--- src/rtl/dm_sb_bridge_if.sv ---
// dm_sb_bridge_if: request/grant/rvalid bus bundle used on both sides of the SBA bridge
interface dm_sb_bridge_if #(parameter int BusWidth = 32);
    logic                  req;
    logic                  we;
    logic                  gnt;
    logic                  rvalid;
    logic [BusWidth-1:0]   addr;
    logic [BusWidth-1:0]   wdata;
    logic [BusWidth-1:0]   rdata;
    logic [BusWidth/8-1:0] be;
    modport master (output req, addr, we, wdata, be, input gnt, rvalid, rdata);
    modport slave (input req, addr, we, wdata, be, output gnt, rvalid, rdata);
endinterface

--- src/rtl/dm_sb_bridge.sv ---
// dm_sb_bridge: DM SBA master to system bus adapter with in-order tracking, timeout and late-response discard
module dm_sb_bridge #(
    parameter int                     BusWidth       = 32,
    parameter int                     MaxOutstanding = 2,
    parameter int                     TimeoutCycles  = 1024,
    parameter logic [BusWidth-1:0]    ErrData        = BusWidth'(32'hBADC0FFE)
) (
    input  logic                   clk,
    input  logic                   rst_n,
    dm_sb_bridge_if.slave          dm,
    dm_sb_bridge_if.master         sb,
    input  logic                   err_clr,
    output logic                   err,
    output logic [3:0]             outstanding
);
    localparam int TW = (TimeoutCycles > 0) ? $clog2(TimeoutCycles + 1) : 1;
    localparam logic [TW-1:0] TLast = TW'((TimeoutCycles > 0) ? TimeoutCycles - 1 : 0);
    localparam logic [4:0] Max = 5'(MaxOutstanding);
    localparam logic TEn = (TimeoutCycles != 0);

    logic [3:0]    r_cnt;
    logic [3:0]    r_drop;
    logic [TW-1:0] r_timer;
    logic          r_err;
    logic          w_full, w_sb_req, w_accept, w_discard, w_fwd, w_spur, w_fire;

    // Timed-out transactions still occupy a bus slot until their late response drains.
    assign w_full    = ({1'b0, r_cnt} + {1'b0, r_drop}) == Max;
    assign w_sb_req  = rst_n & dm.req & ~w_full;
    assign w_accept  = w_sb_req & sb.gnt;
    assign w_discard = rst_n & sb.rvalid & (r_drop != 4'd0);
    assign w_fwd     = rst_n & sb.rvalid & (r_drop == 4'd0) & (r_cnt != 4'd0);
    assign w_spur    = rst_n & sb.rvalid & (r_drop == 4'd0) & (r_cnt == 4'd0);
    assign w_fire    = rst_n & TEn & ~w_fwd & (r_cnt != 4'd0) & (r_timer == TLast);

    assign sb.req    = w_sb_req;
    assign sb.addr   = dm.addr;
    assign sb.we     = dm.we;
    assign sb.wdata  = dm.wdata;
    assign sb.be     = dm.be;
    assign dm.gnt    = w_accept;
    assign dm.rvalid = w_fwd | w_fire;
    assign dm.rdata  = w_fire ? ErrData : sb.rdata;

    assign err         = r_err;
    assign outstanding = r_cnt;

    always_ff @(posedge clk) begin
        if (!rst_n) begin
            r_cnt   <= '0;
            r_drop  <= '0;
            r_timer <= '0;
            r_err   <= 1'b0;
        end else begin
            r_cnt   <= r_cnt + {3'b0, w_accept} - {3'b0, w_fwd | w_fire};
            r_drop  <= r_drop - {3'b0, w_discard} + {3'b0, w_fire};
            r_timer <= (w_fwd | w_fire | (r_cnt == 4'd0)) ? '0 : r_timer + TW'(1);
            r_err   <= w_fire | w_spur | (r_err & ~err_clr);
        end
    end
endmodule
--- src/flat_wrapper.sv ---
// flat-port wrapper written by rule: the top's interface ports become plain ports
module dm_sb_bridge_flat 
#(
    parameter int                     BusWidth       = 32,
    parameter int                     MaxOutstanding = 2,
    parameter int                     TimeoutCycles  = 1024,
    parameter logic [BusWidth-1:0]    ErrData        = BusWidth'(32'hBADC0FFE)
)
  (clk, rst_n, err_clr, err, outstanding, dm_req, dm_addr, dm_we, dm_wdata, dm_be, dm_gnt, dm_rvalid, dm_rdata, sb_req, sb_addr, sb_we, sb_wdata, sb_be, sb_gnt, sb_rvalid, sb_rdata);
  dm_sb_bridge_if #(.BusWidth(BusWidth)) dm_i ();
  dm_sb_bridge_if #(.BusWidth(BusWidth)) sb_i ();
  input  logic clk;
  input  logic rst_n;
  input  logic err_clr;
  output logic err;
  output logic [3:0] outstanding;
  input wire logic [$bits(dm_i.req)-1:0] dm_req;
  input wire logic [$bits(dm_i.addr)-1:0] dm_addr;
  input wire logic [$bits(dm_i.we)-1:0] dm_we;
  input wire logic [$bits(dm_i.wdata)-1:0] dm_wdata;
  input wire logic [$bits(dm_i.be)-1:0] dm_be;
  output wire logic [$bits(dm_i.gnt)-1:0] dm_gnt;
  output wire logic [$bits(dm_i.rvalid)-1:0] dm_rvalid;
  output wire logic [$bits(dm_i.rdata)-1:0] dm_rdata;
  output wire logic [$bits(sb_i.req)-1:0] sb_req;
  output wire logic [$bits(sb_i.addr)-1:0] sb_addr;
  output wire logic [$bits(sb_i.we)-1:0] sb_we;
  output wire logic [$bits(sb_i.wdata)-1:0] sb_wdata;
  output wire logic [$bits(sb_i.be)-1:0] sb_be;
  input wire logic [$bits(sb_i.gnt)-1:0] sb_gnt;
  input wire logic [$bits(sb_i.rvalid)-1:0] sb_rvalid;
  input wire logic [$bits(sb_i.rdata)-1:0] sb_rdata;
  assign dm_i.req = dm_req;
  assign dm_i.addr = dm_addr;
  assign dm_i.we = dm_we;
  assign dm_i.wdata = dm_wdata;
  assign dm_i.be = dm_be;
  assign dm_gnt = dm_i.gnt;
  assign dm_rvalid = dm_i.rvalid;
  assign dm_rdata = dm_i.rdata;
  assign sb_req = sb_i.req;
  assign sb_addr = sb_i.addr;
  assign sb_we = sb_i.we;
  assign sb_wdata = sb_i.wdata;
  assign sb_be = sb_i.be;
  assign sb_i.gnt = sb_gnt;
  assign sb_i.rvalid = sb_rvalid;
  assign sb_i.rdata = sb_rdata;
  dm_sb_bridge #(.BusWidth(BusWidth), .MaxOutstanding(MaxOutstanding), .TimeoutCycles(TimeoutCycles), .ErrData(ErrData)) u_core (.clk(clk), .rst_n(rst_n), .dm(dm_i), .sb(sb_i), .err_clr(err_clr), .err(err), .outstanding(outstanding));
endmodule
--- config.mk ---
export PLATFORM = sky130hd
export DESIGN_NAME = dm_sb_bridge_flat
export DESIGN_NICKNAME = d
export VERILOG_FILES = /design/src/rtl/dm_sb_bridge_if.sv /design/src/rtl/dm_sb_bridge.sv /design/src/flat_wrapper.sv
export SDC_FILE = /design/constraint.sdc
export NUM_CORES = 1
export LEC_CHECK = 0
export ABC_AREA = 1
export CAP_MARGIN = 30
export CORE_MARGIN = 2
export CORE_UTILIZATION = 31
export DETAILED_ROUTE_END_ITERATION = 10
export PLACE_DENSITY = 0.87
export SLEW_MARGIN = 20
export SYNTH_ARGS = -nofsm -noshare
export SYNTH_HDL_FRONTEND = slang
export SYNTH_SLANG_ARGS = --single-unit
--- constraint.sdc ---
create_clock -name clk -period 8.05 [get_ports clk]
set_clock_uncertainty 0.05 [all_clocks]
set_input_delay 1.61 -clock clk [delete_from_list [all_inputs] [get_ports clk]]
set_output_delay 1.61 -clock clk [all_outputs]
set_load 0.005 [all_outputs]
==> reports/results.ini <==
[run_status]
outcome=finished, final reports clean

[power_and_ir_drop]
p_sw_uw=153
p_leak_nw=1.07
power.share.clock=0.232
p_comb_frac=0.460
sequentialPowerShare=0.308
p_int_uw=286
power_density_nw_per_um2=183
irDropWorstVdd_mv=0.0785
switching_share=0.349

[clock_tree]
cts_tree=yes
cts.sinks=20
cts_buffers=3
htree_levels=1
clkTransAtPathRegs_ps=80
cts_setup_buffers=0
cts_resized=0
clockBufferDepth=2
cts-hold-fix-buffers=0
cts-root-buf=clkbuf_8
insertion_delay_ps=260

[floorplan]
rows=29
die-area_sq_um=7140
die_h_um=84.5
fp.coreArea_sq_um=6310
die_x_um=84.5
initial_utilization=0.318
io_pins=216

[setup_path]
cp_slowest_stage_delay_ps=610
path_delay_family=buffers and inverters
crit_required_ps=6390
reg2reg_depth=15
cp-end-kind=output pin
start_kind=primary input
worstPathMaxFanout=34
worstSetupPathType=primary input to output pin
crit_start=rst_n
cp.depth=7
reg2reg_setup_slack_ps=5080
cpMostUsedCell=clkdlybuf4s50_1
r2r-start=u_core.outstanding[1]
crit_chain=clkdlybuf4s50_1, inv_2, a21oi_2, nand2_4, nor2_8, or2_1, clkdlybuf4s50_1
cp_data_arrival_time_ps=3700
path_buf_inv=3
critPathSlowestCell=clkdlybuf4s50_1

[logic_synthesis]
yosysTopAreaCell=buf_4
netlist_instances=274
synth-seq-cells=20
synth_area_leaders=buf_4 26%, dfxtp_1 20%, ha_1 9.3%
synth_fp_nets=399
ys_seq_area_frac=0.199
syn_area_per_cell_sq_um=7.33
yosysWarnings=0
netlist_area_sq_um=2010
ys_types=31
synth_top_area_share=0.262

[detailed_routing]
drc=0
drt-wirelength-per-cell_um=12.8
drt_iter0_drc=33
avgViaCountPerCell=4.38
routed_wl_um=4600
ant_nets=0
drtPass1Iterations=4
num_vias=1578

[global_routing]
grt_max_degree=35
grt_antenna_before_repair=0
grt_pass1_wl_um=7310
grt_usage=0.125
globalRouteOverflowTotal=0
grt_pass1_vias=1593

[run]
drv_cap=0

[sta]
finalSetupViolations=0
period_needed_ps=5360
tightest_slew_ps=385
fin_crit_sh=0.666
slew_headroom=0.743
fmax_mhz=187
hold_violations=0
fin_setup_tns_ps=0
slew_viol_final=0
rsz0062_at_grt=false

[place]
placed_area_sq_um=2320
routabilityCongestion=0.827
dp.final_hpwl_um=3870
portBuffers=77

[layout]
drive_above_1_share=0.0707
area_growth_pct=19.2
finalNetCount=409
n_antenna_cell=0
final_cell_area_sq_um=2400

[hold_path]
hp-start=u_core.r_timer[0]
min_path_cells=1
hold_class=flop to flop

[through the flow]
stage	power [mW]	cells	hold slack, ps	util	worst slack, ps
floorplan	0.283	274	368	-	4080
global placement	0.328	356	381	0.368	2740
detailed placement	0.339	356	402	0.368	2650
CTS	0.442	360	414	0.380	2640
global route	0.473	360	420	0.380	2540
finish	0.439	360	410	0.380	2690
[logic make-up after synthesis]
kind of cell / after synthesis / share of synthesized area
DFF: 20 / 0.199
and+or+nand+nor: 100 / 0.253
buffers and inverters: 116 / 0.357
xor gates and xnor gates: 6 / 0.0262
adders and majority gates: 18 / 0.123
AOI/OAI and AO/OA: 14 / 0.0411
[placed cells by master (no fill, tap or decap), types with 2 or more instances in the layout]
| cell type | n |
|---|---|
| inv_1 | 42 |
| ha_1 | 15 |
| clkdlybuf4s50_1 | 77 |
| xnor2_1 | 2 |
| nor2_1 | 34 |
| nand3_1 | 5 |
| o21ai_0 | 3 |
| xor2_1 | 4 |
| clkbuf_8 | 3 |
| or2_2 | 6 |
| nand3_2 | 3 |
| dfxtp_1 | 20 |
| nand2_1 | 28 |
| or2_1 | 17 |
| fa_1 | 3 |
| a21oi_1 | 6 |
[sequential cells by signal (all words and copies together) (netlist names)]
signal and cells:
u_core.r_timer 11, u_core.outstanding 4, u_core.r_drop 4, u_core.err 1
[routing by layer]
layer	up-vias	global-route usage	wire, um
li1	769	-	-
met1	705	0.123	1630
met4	0	0.0736	174
met2	79	0.232	2370
met5	-	0	0
met3	25	0.0334	420
[final timing paths]
path / end
setup reg to reg: u_core.outstanding[2]
setup / recovery: dm_rdata[20]
hold reg to reg: u_core.r_timer[0]
hold / removal: u_core.r_timer[0]
[Yosys cell counts, drive strengths merged]
cell type	n
or2	23
a21oi	7
dfxtp	20
nand3	9
nor3	1
o22ai	1
xor2	4
nand4	1
inv	43
ha	15
o21ai	3
buf	72
nor2	37
a211oi	1
o21bai	1
nand2	29
fa	3
xnor2	2
clkinv	1
o21a	1
[area by class of cell]
| type | instances | area (sq um) |
|---|---|---|
| Inverter | 44 | 165 |
| Clock buffer | 3 | 41.3 |
| Fill cell | 651 | 3920 |
| Sequential cell | 20 | 400 |
| Clock inverter | 1 | 30.0 |
| Multi-Input combinational cell | 138 | 892 |
| Timing Repair Buffer | 77 | 771 |
| Tap cell | 77 | 96.3 |
[power by group through the flow]
stage	Sequential [mW]	Clock, mW	Combinational [mW]
floorplan	0.132	0	0.151
global placement	0.136	0	0.192
detailed placement	0.137	0	0.202
CTS	0.135	0.103	0.204
global route	0.137	0.106	0.230
finish	0.135	0.102	0.202
(Power assumes the default switching activity.)
